### src/rtl/wb_arb_pkg.sv
// -----------------------------------------------------------------------------
// wb_arb_pkg
//   Shared definitions for the Wishbone IF/MEM bus arbiter.
//   - arb_state_e : arbiter FSM encoding (IDLE / GNT_IF / GNT_MEM)
//   - SEL_ALL     : all-ones byte-select pattern; callers slice it to their
//                   own SEL_WIDTH (fetches always read the full word)
// -----------------------------------------------------------------------------
package wb_arb_pkg;

  typedef enum logic [1:0] {
    IDLE    = 2'd0,
    GNT_IF  = 2'd1,
    GNT_MEM = 2'd2
  } arb_state_e;

  localparam int          SEL_ALL_WIDTH = 64;
  localparam logic [63:0] SEL_ALL       = '1;

endpackage : wb_arb_pkg

### src/rtl/wb_arb_starve_guard.sv
// -----------------------------------------------------------------------------
// wb_arb_starve_guard
//   Grant decision plus the MEM-burst starvation counter. MEM has priority,
//   but only for MEM_BURST_MAX consecutive grants while IF is waiting.
// Ports
//   clk        in   clock
//   reset      in   asynchronous, active-low
//   arb_en     in   arbitration strobe (FSM is in IDLE this cycle)
//   mem_elig   in   MEM may be granted this cycle
//   if_elig    in   IF may be granted this cycle
//   if_req     in   raw IF request level (starvation bookkeeping)
//   grant_mem  out  MEM wins this cycle
//   grant_if   out  IF wins this cycle
// -----------------------------------------------------------------------------
module wb_arb_starve_guard #(
  parameter int MEM_BURST_MAX = 4
) (
  input  logic clk,
  input  logic reset,
  input  logic arb_en,
  input  logic mem_elig,
  input  logic if_elig,
  input  logic if_req,
  output logic grant_mem,
  output logic grant_if
);

  localparam int                CNT_W   = $clog2(MEM_BURST_MAX + 1);
  localparam logic [CNT_W-1:0]  CNT_MAX = CNT_W'(MEM_BURST_MAX);

  logic [CNT_W-1:0] starve_cnt;

  // NOTE: combinational outputs get a default first so no path leaves them
  // unassigned, which would otherwise infer a latch.
  always_comb begin
    grant_mem = 1'b0;
    grant_if  = 1'b0;
    if (arb_en) begin
      grant_mem = mem_elig & (~if_elig | (starve_cnt < CNT_MAX));
      grant_if  = if_elig & ~grant_mem;
    end
  end

  // Counts MEM grants taken while IF was requesting; an IF grant or a MEM
  // grant with no IF request outstanding starts the burst over.
  // NOTE: state is updated with non-blocking assignments so every register
  // samples the pre-edge values regardless of statement order.
  always_ff @(posedge clk or negedge reset) begin
    if (!reset) begin
      starve_cnt <= '0;
    end else if (grant_if) begin
      starve_cnt <= '0;
    end else if (grant_mem) begin
      if (!if_req)
        starve_cnt <= '0;
      else if (starve_cnt != CNT_MAX)
        starve_cnt <= starve_cnt + 1'b1;
    end
  end

endmodule : wb_arb_starve_guard

### src/rtl/wb_bus_arbiter.sv
// -----------------------------------------------------------------------------
// wb_bus_arbiter
//   Shares one Wishbone master port between instruction fetch (IF) and
//   load/store (MEM). Single outstanding bus cycle; arbitration only in IDLE.
//   A flushed fetch still completes on the bus but is not delivered to IF.
// Ports
//   clk, reset                  clock / async active-low reset
//   if_req_i, if_adr_i          fetch request (level) and address
//   if_flush_i                  drop the outstanding fetch
//   if_ack_o, if_dat_o          1-cycle completion pulse and fetched word
//   if_busy_o                   IF request not yet acknowledged
//   mem_req_i, mem_we_i,
//   mem_adr_i, mem_sel_i,
//   mem_dat_i                   load/store request
//   mem_ack_o, mem_dat_o        1-cycle completion pulse and load data
//   mem_busy_o                  MEM request not yet acknowledged
//   wb_cyc_o, wb_stb_o, wb_adr_o,
//   wb_dat_o, wb_we_o, wb_sel_o Wishbone master outputs (registered)
//   wb_ack_i, wb_dat_i          Wishbone slave response
// -----------------------------------------------------------------------------
module wb_bus_arbiter
  import wb_arb_pkg::*;
#(
  parameter int ADDR_WIDTH    = 32,
  parameter int DATA_WIDTH    = 32,
  parameter int SEL_WIDTH     = DATA_WIDTH / 8,
  parameter int MEM_BURST_MAX = 4
) (
  input  logic                  clk,
  input  logic                  reset,
  // instruction fetch side
  input  logic                  if_req_i,
  input  logic [ADDR_WIDTH-1:0] if_adr_i,
  input  logic                  if_flush_i,
  output logic                  if_ack_o,
  output logic [DATA_WIDTH-1:0] if_dat_o,
  output logic                  if_busy_o,
  // load/store side
  input  logic                  mem_req_i,
  input  logic                  mem_we_i,
  input  logic [ADDR_WIDTH-1:0] mem_adr_i,
  input  logic [SEL_WIDTH-1:0]  mem_sel_i,
  input  logic [DATA_WIDTH-1:0] mem_dat_i,
  output logic                  mem_ack_o,
  output logic [DATA_WIDTH-1:0] mem_dat_o,
  output logic                  mem_busy_o,
  // Wishbone master
  output logic                  wb_cyc_o,
  output logic                  wb_stb_o,
  output logic [ADDR_WIDTH-1:0] wb_adr_o,
  output logic [DATA_WIDTH-1:0] wb_dat_o,
  output logic                  wb_we_o,
  output logic [SEL_WIDTH-1:0]  wb_sel_o,
  input  logic                  wb_ack_i,
  input  logic [DATA_WIDTH-1:0] wb_dat_i
);

  arb_state_e state;
  logic       discard;
  logic       mem_elig;
  logic       if_elig;
  logic       grant_mem;
  logic       grant_if;

  // A requester still showing its ack this cycle is the one whose request
  // was just served; re-granting it would repeat the access. A flush in
  // IDLE holds off the fetch for that cycle only.
  assign mem_elig   = mem_req_i & ~mem_ack_o;
  assign if_elig    = if_req_i & ~if_ack_o & ~if_flush_i;

  assign if_busy_o  = if_req_i & ~if_ack_o;
  assign mem_busy_o = mem_req_i & ~mem_ack_o;

  // Strobe mirrors the registered cycle flag (single-beat classic cycles).
  assign wb_stb_o   = wb_cyc_o;

  wb_arb_starve_guard #(
    .MEM_BURST_MAX (MEM_BURST_MAX)
  ) u_starve_guard (
    .clk       (clk),
    .reset     (reset),
    .arb_en    (state == IDLE),
    .mem_elig  (mem_elig),
    .if_elig   (if_elig),
    .if_req    (if_req_i),
    .grant_mem (grant_mem),
    .grant_if  (grant_if)
  );

  always_ff @(posedge clk or negedge reset) begin
    if (!reset) begin
      state     <= IDLE;
      discard   <= 1'b0;
      wb_cyc_o  <= 1'b0;
      wb_adr_o  <= '0;
      wb_dat_o  <= '0;
      wb_we_o   <= 1'b0;
      wb_sel_o  <= '0;
      if_ack_o  <= 1'b0;
      if_dat_o  <= '0;
      mem_ack_o <= 1'b0;
      mem_dat_o <= '0;
    end else begin
      if_ack_o  <= 1'b0;
      mem_ack_o <= 1'b0;

      unique case (state)
        IDLE: begin
          // wb_ack_i is deliberately ignored here: nothing is outstanding.
          if (grant_mem) begin
            state    <= GNT_MEM;
            wb_cyc_o <= 1'b1;
            wb_adr_o <= mem_adr_i;
            wb_dat_o <= mem_dat_i;
            wb_we_o  <= mem_we_i;
            wb_sel_o <= mem_sel_i;
          end else if (grant_if) begin
            state    <= GNT_IF;
            wb_cyc_o <= 1'b1;
            wb_adr_o <= if_adr_i;
            wb_dat_o <= '0;
            wb_we_o  <= 1'b0;
            wb_sel_o <= SEL_ALL[SEL_WIDTH-1:0];
          end
        end

        GNT_IF: begin
          if (wb_ack_i) begin
            state    <= IDLE;
            wb_cyc_o <= 1'b0;
            discard  <= 1'b0;
            // A fetch flushed at any point of its bus cycle finishes on the
            // bus but is swallowed here.
            if (!(discard || if_flush_i)) begin
              if_dat_o <= wb_dat_i;
              if_ack_o <= 1'b1;
            end
          end else if (if_flush_i) begin
            discard <= 1'b1;
          end
        end

        GNT_MEM: begin
          if (wb_ack_i) begin
            state     <= IDLE;
            wb_cyc_o  <= 1'b0;
            mem_dat_o <= wb_dat_i;
            mem_ack_o <= 1'b1;
          end
        end

        default: begin
          state    <= IDLE;
          wb_cyc_o <= 1'b0;
        end
      endcase
    end
  end

endmodule : wb_bus_arbiter
### config.mk
export PLATFORM = sky130hd
export DESIGN_NAME = wb_bus_arbiter
export DESIGN_NICKNAME = d
export VERILOG_FILES = /design/src/rtl/wb_arb_pkg.sv /design/src/rtl/wb_arb_starve_guard.sv /design/src/rtl/wb_bus_arbiter.sv
export SDC_FILE = /design/constraint.sdc
export NUM_CORES = 1
export LEC_CHECK = 0
export BUFFER_PORTS_ARGS = -buffer_cell sky130_fd_sc_hd__buf_2
export CAP_MARGIN = 20
export CORE_AREA = 2 2 113 115
export CTS_BUF_LIST = sky130_fd_sc_hd__clkbuf_8
export CTS_CLUSTER_DIAMETER = 150
export DETAILED_ROUTE_END_ITERATION = 10
export DIE_AREA = 0 0 115 117
export PLACE_DENSITY_LB_ADDON = 0.12
export SYNTH_ARGS = -nofsm -noshare
export SYNTH_HDL_FRONTEND = slang
export SYNTH_SLANG_ARGS = --single-unit
### constraint.sdc
create_clock -name clk -period 1.8 [get_ports clk]
set_input_delay 0.36 -clock clk [delete_from_list [all_inputs] [get_ports clk]]
set_output_delay 0.36 -clock clk [all_outputs]
set_load 0.01 [all_outputs]
==> reports/qor.yml <==
core_region_area_um2: 12310
diodes: 0
start_util: 0.4664
clk_latency_ps: 440
cp.buffers_inverters: 2
finalSetupTns_ps: 0
port_buffers: 277
die_area_um2: 13460
cp.required_ps: 2120
io_pins: 278
post_drt_via_cell_ratio: 5.022
ant_nets: 0
syn_area_um2: 5742
antenna_found_initial: 1
nets: 840
report.final.slew_viol_count: 0
p_per_area_nw_per_um2: 1714
peakVddDrop_mv: 0.8699
power_leakage_uw: 0.004144
setup_viol_count_final: 0
crit_fanout: 33
hp-class: "input pin to flip-flop"
grt_first_pass_wirelength_mm: 20.62
dp_hpwl_mm: 10.31
first_pass_iters: 4
wl_per_cell_um: 16.12
areaGrowthSynthToFinish_pct: 34.06
clock_path_buffers: 2
post_cts.repair.setup_buffers: 0
synth_nets: 558
cts_tree: "built"
hold_viol_final: 0
drc: 0
status: "finished clean"
max_stage_delay_ps: 400
synth_area_leader_cell: "dfrtp_1"
synth_warnings: 0
yosysUniqueCellTypes: 30
avgSynthCellArea_um2: 13.87
fp.dieH_um: 117
worstPathCellList: "inv_1 > ha_1 > nand2_1 > nor3_4 > buf_12 > mux2_2"
dr_total_vias: 4314
cts_sinks: 142
htree_levels: 4
start_kind: "flip-flop"
ctsHoldBuffers: 1
finalCriticalPeriod_ps: 1667
first_global_vias: 4194
ctsResizeCount: 0
crit_type: "flip-flop to flip-flop"
crit_family: "flip-flops"
cp.arrival_ps: 1990
drtIter0Drc: 179
clk_pin_slew_ps: 80
root_buffer: "clkbuf_8"
ys_ff_latch: 142
cp_slowest_cell: "dfrtp_1"
synthTopCellsByArea: "dfrtp_1 62%, mux2_2 13%, mux2i_1 5.6%"
fmax_mhz: 599.8
endpoint_kind: "flip-flop"
syn_inst: 414
gp_congestion: 0.7939
placementRows: 41
yosysTopAreaCellShare: 0.6189
fin_skew_ps: 8.987
rsz0062_at_grt: "false"
finalCritPeriodShare: 0.9263
grt_overflow: 0
cap_violations: 0
drive_above_1_share: 0.5501
die_w_um: 115
seq_area_frac_synth: 0.6189
worst_pin_slew_ps: 402.6
grt_max_degree: 98
cts_buffers: 17
grt_use_total: 0.2016
relSlewSlack: 0.7316
power_uw: 13190
wirelength_mm: 13.85
## metrics by stage
stage	util	instances	setup slack [ps]	hold slack [ps]	cell area [um2]
floorplan	-	414	184.7	64.41	5742
global placement	0.5936	826	205.2	303.5	7308
detailed placement	0.5936	826	134.4	303.8	7308
CTS	0.6252	859	102.4	101.9	7697
global route	0.6252	859	8.791	111.2	7697
finish	0.6252	859	132.7	129.0	7697
## cell type report
class                   instances  area [um2]
multi-input cells             238        1962
flip-flops and latches        142        3553
well taps                     150       187.7
clock inverters                11       90.09
inverters                       8       30.03
fillers                      1021        4614
clock buffers                  21       289.0
repair buffers                289        1585
## worst reg2reg max path, cell delays in order (launching register included)
cell and delay [ps]:
dfrtp_1 400, inv_1 90, ha_1 200, nand2_1 100, nor3_4 160, buf_12 230, mux2_2 380
## cell families (layout without fill, tap and decap cells)
group,after synthesis,count (layout),share of synthesized area
muxes,96,96,0.1813
buffers and inverters,34,329,0.04140
AOI/OAI and AO/OA,88,88,0.1070
and+or+nand+nor,49,49,0.04053
DFF,142,142,0.6189
adders and majority gates,5,5,0.01090
## layout by cell type (no fill, tap or decap), types with 6 or more instances in the layout
cell type | synthesis | final
nand2_1 | 35 | 35
dfrtp_1 | 142 | 142
o21ai_0 | 8 | 8
clkbuf_8 | 0 | 21
mux2_2 | 64 | 64
buf_12 | 0 | 8
a22o_1 | 35 | 35
clkinv_2 | 0 | 6
buf_2 | 9 | 276
mux2i_1 | 32 | 32
o21ai_1 | 30 | 30
inv_1 | 7 | 7
## cell usage after synthesis (all sizes together)
cell type and instances:
dfrtp 142, o32ai 1, nor2 5, a31oi 2
a22o 35, nor3 1, nand3 2, inv 8
nand4bb 1, clkbuf 2, a41oi 1, mux2 64
o22a 5, mux2i 32, nand2b 1, nor3b 1
nor2b 2, nand2 35, a21o 1, a21oi 4
ha 5, o21ai 39, and3 1, buf 24
## power by group
part	switching (uW)	internal (uW)
Clock	1170	1220
Combinational	2830	2630
Sequential	717	4630
## flip-flops by register name, summed over array words and instances, names as in the netlist
name                       cells
wb_we_o                        1
wb_dat_o                      32
wb_sel_o                       4
wb_cyc_o                       1
mem_ack_o                      1
u_starve_guard.starve_cnt      3
state                          2
discard                        1
if_dat_o                      32
if_ack_o                       1
wb_adr_o                      32
mem_dat_o                     32
## routing by layer
metal | vias up | track usage | part of all wire
li1 | 2042 | - | -
met1 | 2076 | 0.2365 | 0.40
met2 | 173 | 0.3353 | 0.49
met3 | 21 | 0.07673 | 0.086
met4 | 2 | 0.08434 | 0.019
met5 | - | 0 | 0.0012
## path summary, 6_finish.rpt
path                               start            to  slack (ps)  cells past startpoint
max in group asynchronous          reset  wb_dat_o[12]         840                      3
setup / recovery                state[1]  if_dat_o[19]         130                      6
hold reg to reg             wb_adr_o[26]  wb_adr_o[26]         480                      2
hold / removal             mem_dat_i[15]  wb_dat_o[15]         130                      2
setup reg to reg                state[1]  if_dat_o[19]         130                      6
min in group asynchronous          reset  wb_adr_o[25]         400                      2
No activity file was read; power rests on OpenSTA's default activity.
